**src/rtl/uv_bpu_bht.sv**
```systemverilog
// Fetch-stage branch predictor: pre-decodes the fetched instruction, predicts
// the next PC from a 2-bit-counter BHT (static BTFN fallback), issues the reset PC.
module uv_bpu_bht #(
  parameter int unsigned ALEN      = 32,
  parameter int unsigned ILEN      = 32,
  parameter int unsigned XLEN      = 32,
  parameter int unsigned BHT_DEPTH = 64,
  parameter int unsigned BHT_EN    = 1,
  parameter int unsigned CNT_W     = 16
) (
  input  logic              clk,
  input  logic              rst_n,
  input  logic [ALEN-1:0]   rst_pc,
  input  logic              if2bp_vld,
  input  logic [ALEN-1:0]   if2bp_pc,
  input  logic [ILEN-1:0]   if2bp_inst,
  output logic [4:0]        bp2rf_rd_idx,
  input  logic [XLEN-1:0]   bp2rf_rd_data,
  input  logic              bp2rf_rd_rdy,
  input  logic              ex2bp_upd_vld,
  input  logic [ALEN-1:0]   ex2bp_upd_pc,
  input  logic              ex2bp_upd_tak,
  input  logic              ex2bp_upd_mis,
  input  logic              bp_flush,
  output logic              bp2if_pc_vld,
  output logic [ALEN-1:0]   bp2if_pc_nxt,
  output logic              bp2if_br_tak,
  output logic              bp2if_stall,
  output logic [CNT_W-1:0]  bp_mis_cnt
);

  localparam int unsigned IW = $clog2(BHT_DEPTH);

  logic [2:0]       rst_sr_q, rst_sr_d;
  logic [ALEN-1:0]  rst_pc_q;
  logic             rst_pulse;

  logic [6:0]       opc;
  logic             is_bjp, is_jal, is_jalr, is_br;
  logic [ALEN-1:0]  i_imm, b_imm, j_imm;
  logic [ALEN-1:0]  rs1_a, jalr_sum;

  logic             bht_vld_q [BHT_DEPTH];
  logic [1:0]       bht_cnt_q [BHT_DEPTH];
  logic [IW-1:0]    lk_idx, upd_idx;
  logic             upd_en;
  logic [1:0]       upd_cnt;
  logic             lk_vld;
  logic [1:0]       lk_cnt;
  logic             taken;

  logic [CNT_W-1:0] mis_cnt_q, mis_cnt_d;

  // Reset-PC sequencer: one-hot walks 001 -> 010 -> 100 -> 000 and stays there.
  assign rst_sr_d  = {rst_sr_q[1:0], 1'b0};
  assign rst_pulse = rst_sr_q[2];

  always_ff @(posedge clk or negedge rst_n) begin
    if (!rst_n) begin
      rst_sr_q <= 3'b001;
      rst_pc_q <= '0;
    end else begin
      rst_sr_q <= rst_sr_d;
      rst_pc_q <= rst_pc;
    end
  end

  assign opc     = if2bp_inst[6:0];
  assign is_bjp  = (opc[6:4] == 3'b110);
  assign is_jal  = is_bjp & (opc[3:2] == 2'b11);
  assign is_jalr = is_bjp & (opc[3:2] == 2'b01);
  assign is_br   = is_bjp & (opc[3:2] == 2'b00);

  assign i_imm = {{(ALEN-12){if2bp_inst[31]}}, if2bp_inst[31:20]};
  assign b_imm = {{(ALEN-12){if2bp_inst[31]}}, if2bp_inst[7], if2bp_inst[30:25],
                  if2bp_inst[11:8], 1'b0};
  assign j_imm = {{(ALEN-20){if2bp_inst[31]}}, if2bp_inst[19:12], if2bp_inst[20],
                  if2bp_inst[30:21], 1'b0};

  assign bp2rf_rd_idx = if2bp_inst[19:15];

  if (XLEN >= ALEN) begin : g_rs1_trunc
    assign rs1_a = bp2rf_rd_data[ALEN-1:0];
    if (XLEN > ALEN) begin : g_rs1_hi
      logic unused_rs1_hi;
      assign unused_rs1_hi = ^bp2rf_rd_data[XLEN-1:ALEN];
    end
  end else begin : g_rs1_zext
    assign rs1_a = {{(ALEN-XLEN){1'b0}}, bp2rf_rd_data};
  end

  if (ILEN > 32) begin : g_inst_hi
    logic unused_inst_hi;
    assign unused_inst_hi = ^if2bp_inst[ILEN-1:32];
  end

  assign jalr_sum = rs1_a + i_imm;

  assign lk_idx  = if2bp_pc[IW+1:2];
  assign upd_idx = ex2bp_upd_pc[IW+1:2];
  assign upd_en  = (BHT_EN != 0) & ex2bp_upd_vld & ~bp_flush;

  always_comb begin
    upd_cnt = ex2bp_upd_tak ? 2'b10 : 2'b01;
    if (bht_vld_q[upd_idx]) begin
      if (ex2bp_upd_tak)
        upd_cnt = (bht_cnt_q[upd_idx] == 2'b11) ? 2'b11 : bht_cnt_q[upd_idx] + 2'b01;
      else
        upd_cnt = (bht_cnt_q[upd_idx] == 2'b00) ? 2'b00 : bht_cnt_q[upd_idx] - 2'b01;
    end
  end

  // Lookup sees the entry as it will be after this edge's update or flush.
  always_comb begin
    lk_vld = bht_vld_q[lk_idx];
    lk_cnt = bht_cnt_q[lk_idx];
    if (upd_en && (upd_idx == lk_idx)) begin
      lk_vld = 1'b1;
      lk_cnt = upd_cnt;
    end
    if (bp_flush) lk_vld = 1'b0;
  end

  assign taken = ((BHT_EN != 0) && lk_vld) ? lk_cnt[1] : if2bp_inst[31];

  always_ff @(posedge clk or negedge rst_n) begin
    if (!rst_n) begin
      for (int unsigned i = 0; i < BHT_DEPTH; i++) begin
        bht_vld_q[i] <= 1'b0;
        bht_cnt_q[i] <= 2'b01;
      end
    end else if (bp_flush) begin
      for (int unsigned i = 0; i < BHT_DEPTH; i++) bht_vld_q[i] <= 1'b0;
    end else if (upd_en) begin
      bht_vld_q[upd_idx] <= 1'b1;
      bht_cnt_q[upd_idx] <= upd_cnt;
    end
  end

  always_comb begin
    bp2if_pc_nxt = if2bp_pc + ALEN'(4);
    if (rst_pulse)             bp2if_pc_nxt = rst_pc_q;
    else if (is_jal)           bp2if_pc_nxt = if2bp_pc + j_imm;
    else if (is_jalr)          bp2if_pc_nxt = {jalr_sum[ALEN-1:1], 1'b0};
    else if (is_br && taken)   bp2if_pc_nxt = if2bp_pc + b_imm;
  end

  assign bp2if_stall  = rst_n & ~rst_pulse & if2bp_vld & is_jalr & ~bp2rf_rd_rdy;
  assign bp2if_pc_vld = rst_pulse | (rst_n & if2bp_vld & ~bp2if_stall);
  assign bp2if_br_tak = rst_n & ~rst_pulse & is_br & taken;

  assign mis_cnt_d = (ex2bp_upd_vld && ex2bp_upd_mis && !(&mis_cnt_q))
                   ? mis_cnt_q + CNT_W'(1) : mis_cnt_q;

  always_ff @(posedge clk or negedge rst_n) begin
    if (!rst_n) mis_cnt_q <= '0;
    else        mis_cnt_q <= mis_cnt_d;
  end

  assign bp_mis_cnt = mis_cnt_q;

  logic unused_bits;
  assign unused_bits = ^{if2bp_inst[14:12], if2bp_inst[1:0],
                         ex2bp_upd_pc[ALEN-1:IW+2], ex2bp_upd_pc[1:0]};

endmodule

```
**config.mk**
```make
export PLATFORM = sky130hd
export DESIGN_NAME = uv_bpu_bht
export DESIGN_NICKNAME = d
export VERILOG_FILES = /design/src/rtl/uv_bpu_bht.sv
export SDC_FILE = /design/constraint.sdc
export NUM_CORES = 1
export LEC_CHECK = 0
export ABC_CLOCK_PERIOD_IN_PS = 9700
export CORE_MARGIN = 4
export CORE_UTILIZATION = 30
export CTS_CLUSTER_SIZE = 25
export DETAILED_ROUTE_END_ITERATION = 6
export GPL_TIMING_DRIVEN = 1
export MAX_ROUTING_LAYER = met4
export SYNTH_ARGS = -nofsm -noshare
export SYNTH_HDL_FRONTEND = slang
export SYNTH_SLANG_ARGS = --single-unit
```
**constraint.sdc**
```tcl
create_clock -name clk -period 9.7 [get_ports clk]
set_clock_uncertainty 0.05 [all_clocks]
set_input_delay 1.94 -clock clk [delete_from_list [all_inputs] [get_ports clk]]
set_output_delay 1.94 -clock clk [all_outputs]
set_load 0.1 [all_outputs]
```
==> run_results.csv, run 1 <==
group,metric,value,unit
outcome,status,"completed",
global_route,grt_pass1_wl,96400,µm
floorplan,die_x,251,µm
detailed_routing,initialDrtViolationCount,1164,
global_route,met3_usage,0.0298,
synth,yosys_warnings,0,
cells_and_area,fin_nets,2284,
placement,place_ws,0.839,ns
sta,rsz0062_at_grt,"false",
critical_path,crit_cells,13,
global_route,grt_util_met1,0.256,
sta,layout_min_cycle_time,8.91,ns
clocking,cts_setup_buffers,0,
critical_path,critPathMaxFanout,32,
critical_path,worstPathRequired,7.71,ns
critical_path,crit_end,"bp2if_pc_nxt[24]",
floorplan,rows,88,
synth,synth_seq_cells,243,
global_route,top_usage_layer,"met2",
critical_path,startpoint,"ex2bp_upd_pc[2]",
critical_path,slowest_delay,0.85,ns
synth,synth-async-reset-ratio,1.00,
placement,gp_congestion,1.01,
cells_and_area,drive_above_1_share,0.191,
run,drv_cap,0,
sta,final.setup.tns,0,ns
detailed_routing,num_vias,15905,
hold_path,worstHoldStart,"rst_sr_q[1]$_DFF_PN0_",
critical_path,worstPathArrival,6.92,ns
critical_path,start_kind,"input port",
critical_path,critical_path_class,"in2out",
cells_and_area,fillers,5811,
clocking,clockBufferDepth,3,
clocking,cts_hold_buf,0,
detailed_routing,wl_per_cell,22.6,µm
sta,slew_violations,0,
hold_path,min_path_type,"reg2reg",
synth,synthFlopType,"dfrtp_1",
sta,fin_ws,0.789,ns
floorplan,die_area,62900,µm²
critical_path,cp_cell_sequence,"buf_2 -> nor2_1 -> a221oi_1 -> o21ai_0 -> a211o_1 -> nor4_4 -> nand2_1 -> o211ai_4 -> buf_4 -> mux2i_1 -> o22ai_1 -> a31oi_1 -> buf_4",
critical_path,worst_path_dominant_cell_family,"compound AO/OA/AOI/OAI gates",
sta,relSlewSlack,0.276,
cells_and_area,area_delta_synth_final,21.2,%
sta,worst_pin_slew,1.08,ns
sta,clock.fmax,0.112,GHz
placement,io_buffers,195,
detailed_routing,antenna_left,0,
placement,placed_area,20300,µm²
global_route,grt_use_met2,0.327,
sta,setup-violations-final,0,
floorplan,start_util,0.305,
synth,ys_seq_area_frac,0.348,
detailed_routing,via_per_inst,5.62,
detailed_routing,drc_errors,0,
pwr,p_leak,8.88,nW
clocking,root_buffer,"clkbuf_16",
synth,synth.distinct_cells,78,
cells_and_area,stdcell_count,2829,
synth,synth_edf_count,0,
critical_path,regToRegEndpoint,"bht_cnt_q[114]$_DFFE_PN1P_",
placement,dp_cells,2771,
pwr,finalPower,3.32,mW
critical_path,path_buf_inv,3,
global_route,grt_pass1_vias,15873,
clocking,cts_buffers,30,
global_route,grt_max_degree,66,
clocking,cts_tree,"done",
critical_path,ff2ff_setup_slack,5.84,ns
sta,hold_viol,0,
critical_path,ff2ff_path_depth,10,
clocking,ctsResizeCount,0,
sta,fin_hold_ws,0.299,ns
critical_path,cp_common_cell,"buf_4",
pwr,p_per_area,155,nW/µm²
synth,syn_avg_cell_area,9.44,µm²
cells_and_area,postLayoutCoreUtil,0.369,
pwr,vdd.ir_drop.worst,0.153,mV
floorplan,die_h,251,µm
cells_and_area,fin_area,21400,µm²
synth,syn_area,17700,µm²
detailed_routing,wirelength,63900,µm
clocking,cts_max_level,1,
clocking,clkSinkCount,243,
clocking,path_clk_slew,0.06,ns
critical_path,rr_startpoint,"bht_cnt_q[19]$_DFFE_PN0P_",
global_route,grt_util_all_layers,0.199,
clocking,insertion_delay,0.61,ns
synth,synth_cells,1875,
cells_and_area,final_common_cell,"dfrtp_1",
critical_path,end_kind,"output pin",
floorplan,ios,224,
cells_and_area,final_cell_mix,"dfrtp_1 (178), nand2_1 (174), nor2_1 (156)",
floorplan,core_area,58000,µm²
global_route,antenna_found_initial,1,
detailed_routing,firstDrtPassIters,6,
placement,dpl.hpwl,47700,µm
global_route,globalRoute.totalOverflow,0,
synth,syn_nets,2121,
critical_path,crit_slowest_cell,"o211ai_4",
sta,fin_crit_sh,0.919,
area by class of cell:
type	count	area (µm²)	area share
repair buffers	238	2180	0.102
clock buffers	40	858	0.0400
multi-input cells	1426	10700	0.498
flip-flops and latches	243	6160	0.287
clock inverters	16	223	0.0104
inverters	99	372	0.0173
well taps	765	957	0.0447
diodes	2	5.00	0.000233
state kept, by name, summed over array words and instances (netlist names):
name        flops
bht_vld_q      64
bp_mis_cnt     16
rst_sr_q        3
bht_cnt_q     128
rst_pc_q       32
how the worst min path moves through the flow:
| stage | end | slack, ns | cells past startpoint |
|---|---|---|---|
| finish | rst_sr_q[2]$_DFF_PN0_ | 0.30 | 0 |
| global route | rst_sr_q[2]$_DFF_PN0_ | 0.31 | 0 |
| CTS | rst_sr_q[2]$_DFF_PN0_ | 0.30 | 0 |
| detailed placement | rst_sr_q[2]$_DFF_PN0_ | 0.29 | 0 |
| global placement | rst_sr_q[2]$_DFF_PN0_ | 0.29 | 0 |
| floorplan | rst_sr_q[2]$_DFF_PN0_ | 0.28 | 0 |
cell usage after synthesis (9+ instances only):
cell type | count | area share
clkbuf_1 | 66 | 0.014
mux4_2 | 54 | 0.069
dfstp_2 | 65 | 0.097
and3_1 | 17 | 0.0060
nand2_1 | 174 | 0.037
a31oi_1 | 15 | 0.0053
nand2b_1 | 25 | 0.0088
mux2_2 | 114 | 0.073
inv_1 | 98 | 0.021
ha_1 | 75 | 0.053
a22oi_1 | 11 | 0.0047
o22ai_1 | 54 | 0.019
nor3_1 | 28 | 0.0079
a221oi_1 | 12 | 0.0059
nor2_1 | 157 | 0.033
nand4_1 | 17 | 0.0060
o31ai_1 | 43 | 0.018
o211ai_1 | 9 | 0.0038
xor2_1 | 43 | 0.021
buf_2 | 18 | 0.0051
a21oi_1 | 99 | 0.028
mux2i_1 | 37 | 0.021
dfrtp_1 | 178 | 0.25
a2111oi_0 | 13 | 0.0064
nor2b_1 | 18 | 0.0064
a21o_1 | 37 | 0.016
buf_4 | 16 | 0.0068
nand3_1 | 41 | 0.012
o21ai_0 | 101 | 0.029
xnor2_1 | 74 | 0.037
a211oi_1 | 17 | 0.0072
kinds of logic after synthesis:
logic type,synth area share
compound gates,0.185
flops,0.348
buf+inv,0.0501
fa+ha+maj,0.0564
xor+xnor,0.0579
mux,0.162
other cells,0.000212
simple gates,0.140
report_power, final:
group / switching [mW] / total, mW / leakage, nW / internal (mW)
Clock: 0.484 / 1.21 / 0.520 / 0.731
Combinational: 0.612 / 0.954 / 5.31 / 0.342
Sequential: 0.0500 / 1.15 / 3.05 / 1.10
worst reg2reg max path: stages (launching register included):
cell and delay (ns):
dfrtp_1 0.40, mux4_2 0.47, mux2i_1 0.23, o22ai_1 0.21, a211o_1 0.31, nor4_4 0.43, a21oi_1 0.18, nor2_4 0.76
nor2_1 0.16, buf_4 0.26, mux2_2 0.30
layer usage:
metal / wire length (µm) / share of wire
met5: 0 / 0
met4: 2120 / 0.033
met1: 27400 / 0.43
met3: 3970 / 0.062
met2: 30400 / 0.48
Power figures use the tool's default switching activity.
==> run 2, diff against run 1 <==
SKIP_LAST_GASP = 1   (was default)
==> results of run 2 <==
Same layout as run 1: the final DEF is identical, and so are final timing and power.
==> run 3, diff against run 2 <==
CELL_PAD_IN_SITES_DETAIL_PLACEMENT = 0   (was default)
CELL_PAD_IN_SITES_GLOBAL_PLACEMENT = 1   (was default)
PLACE_DENSITY_LB_ADDON = 0.1   (was default)
==> run 3 against run 2 <==
Clock power grew 7%. Flip-flop and latch count did not move. Power rose by 2.4%. Sequential share of layout area decreased by 0.24 points. Sequential power barely moved. Routed wire length up 6.3%. Largest cell class unchanged. Worst hold slack worse by 0.00071 ns. Die area stayed put. Combinational power hardly changed. First-iteration DRC count fell by 20%.
==> run_results.csv, run 3 (same netlist as run 1, synthesis figures left out) <==
group,metric,value,unit
sta,hold_viol,0,
clocking,ctsResizeCount,0,
floorplan,rows,88,
placement,placed_area,20400,µm²
critical_path,end_kind,"output pin",
critical_path,path_buf_inv,3,
detailed_routing,drc_errors,0,
critical_path,cp_common_cell,"buf_4",
sta,slew_violations,0,
placement,gp_congestion,0.882,
sta,rsz0062_at_grt,"false",
critical_path,ff2ff_setup_slack,6.01,ns
sta,fin_hold_ws,0.298,ns
critical_path,start_kind,"input port",
cells_and_area,final_common_cell,"dfrtp_1",
global_route,grt_pass1_vias,15537,
clocking,cts_max_level,2,
critical_path,cp_cell_sequence,"buf_2 -> nor2_1 -> a31o_2 -> nor3_1 -> o221a_2 -> nand4_1 -> o21a_1 -> o211ai_4 -> buf_4 -> mux2_2 -> o21ai_1 -> buf_4",
cells_and_area,area_delta_synth_final,22.2,%
sta,worst_pin_slew,1.29,ns
clocking,clkSinkCount,243,
floorplan,ios,224,
critical_path,rr_startpoint,"bht_cnt_q[32]$_DFFE_PN1P_",
clocking,clockBufferDepth,3,
critical_path,ff2ff_path_depth,9,
global_route,grt_pass1_wl,101000,µm
placement,io_buffers,195,
global_route,grt_max_degree,72,
sta,relSlewSlack,0.132,
critical_path,worstPathArrival,6.70,ns
detailed_routing,num_vias,15383,
global_route,antenna_found_initial,0,
detailed_routing,antenna_left,0,
sta,clock.fmax,0.115,GHz
critical_path,critPathMaxFanout,25,
cells_and_area,fillers,5863,
clocking,cts_buffers,34,
cells_and_area,top_regs,"bht_cnt_q x128, bht_vld_q x64, rst_pc_q x32",
detailed_routing,wl_per_cell,23.9,µm
detailed_routing,firstDrtPassIters,4,
detailed_routing,via_per_inst,5.41,
sta,layout_min_cycle_time,8.69,ns
sta,fin_ws,1.01,ns
pwr,p_leak,8.99,nW
global_route,top_usage_layer,"met2",
global_route,grt_util_met1,0.298,
cells_and_area,fin_area,21600,µm²
outcome,status,"completed",
cells_and_area,largest_reg_flops,128,
critical_path,crit_cells,12,
critical_path,worst_path_dominant_cell_family,"compound AO/OA/AOI/OAI gates",
critical_path,slowest_delay,0.70,ns
placement,place_ws,0.989,ns
critical_path,startpoint,"ex2bp_upd_pc[2]",
cells_and_area,drive_above_1_share,0.197,
critical_path,worstPathRequired,7.71,ns
floorplan,die_x,251,µm
pwr,p_per_area,157,nW/µm²
detailed_routing,wirelength,67900,µm
clocking,path_clk_slew,0.05,ns
cells_and_area,top_register,"bht_cnt_q",
cells_and_area,fin_nets,2299,
global_route,globalRoute.totalOverflow,0,
placement,dpl.hpwl,50200,µm
sta,final.setup.tns,0,ns
sta,fin_crit_sh,0.895,
floorplan,die_area,62900,µm²
pwr,vdd.ir_drop.worst,0.119,mV
cells_and_area,regArea,6160,µm²
clocking,cts_setup_buffers,0,
cells_and_area,multiInputGateArea,10700,µm²
detailed_routing,initialDrtViolationCount,928,
clocking,cts_tree,"done",
global_route,grt_util_all_layers,0.216,
critical_path,crit_slowest_cell,"o211ai_4",
sta,setup-violations-final,0,
hold_path,min_path_type,"reg2reg",
cells_and_area,final_cell_mix,"dfrtp_1 (178), nand2_1 (174), nor2_1 (155), clkdlybuf4s50_1 (155), mux2_2 (114)",
clocking,cts_hold_buf,0,
pwr,finalPower,3.40,mW
floorplan,core_area,58000,µm²
floorplan,die_h,251,µm
run,drv_cap,0,
global_route,grt_use_met2,0.336,
critical_path,critical_path_class,"in2out",
clocking,insertion_delay,0.58,ns
clocking,root_buffer,"clkbuf_16",
global_route,met3_usage,0.0309,
critical_path,crit_end,"bp2if_pc_nxt[2]",
critical_path,regToRegEndpoint,"bht_cnt_q[25]$_DFFE_PN0P_",
floorplan,start_util,0.305,
-- run 3: cell count changes in the layout (fill, tap and decap cells not counted), sizes merged --
cell and change:
inv +1, clkinvlp -1, buf +11, bufinv -3, clkbuf +9
-- run 3: final cells by class --
| class | instances | area share |
|---|---|---|
| Sequential cell | 243 | 0.285 |
| Clock inverter | 13 | 0.00671 |
| Clock buffer | 49 | 0.0471 |
| Antenna cell | 2 | 0.000232 |
| Timing Repair Buffer | 249 | 0.105 |
| Inverter | 99 | 0.0172 |
| Multi-Input combinational cell | 1426 | 0.494 |
| Tap cell | 765 | 0.0443 |
-- run 3: worst register-to-register path, cell delays in order (launching register included) --
cell       delay [ns]
dfstp_2          0.36
mux4_2           0.45
mux2i_1          0.47
o22ai_1          0.16
a2111oi_0        0.51
nand3_1          0.21
o21a_1           0.27
o21bai_4         0.38
buf_4            0.37
mux2_2           0.34
-- run 3: worst min-delay path by stage --
| stage | from | slack, ns | depth (start not counted) | endpoint |
|---|---|---|---|---|
| 2_1_floorplan | rst_sr_q[1]$_DFF_PN0_ | 0.28 | 0 | rst_sr_q[2]$_DFF_PN0_ |
| 3_3_place_gp | rst_sr_q[1]$_DFF_PN0_ | 0.29 | 0 | rst_sr_q[2]$_DFF_PN0_ |
| 3_5_place_dp | rst_sr_q[1]$_DFF_PN0_ | 0.29 | 0 | rst_sr_q[2]$_DFF_PN0_ |
| 4_1_cts | rst_sr_q[1]$_DFF_PN0_ | 0.30 | 0 | rst_sr_q[2]$_DFF_PN0_ |
| 5_1_grt | rst_sr_q[1]$_DFF_PN0_ | 0.31 | 0 | rst_sr_q[2]$_DFF_PN0_ |
| 6_report | rst_sr_q[1]$_DFF_PN0_ | 0.30 | 0 | rst_sr_q[2]$_DFF_PN0_ |
-- run 3: report_power, final --
part / switching, mW / total, mW / internal [mW]
Clock: 0.529 / 1.29 / 0.766
Sequential: 0.0503 / 1.15 / 1.10
Combinational: 0.611 / 0.953 / 0.343
Total: 1.19 / 3.40 / 2.21
-- run 3: per-stage QoR --
step	cells	utilization
floorplan	1875	-
global placement	2782	0.352
detailed placement	2782	0.352
CTS	2844	0.372
global route	2844	0.372
finish	2846	0.373
-- run 3: layer usage --
layer	wire [µm]	share of wire
met1	31900	0.47
met2	31400	0.46
met3	2920	0.043
met4	1650	0.024
met5	0	0
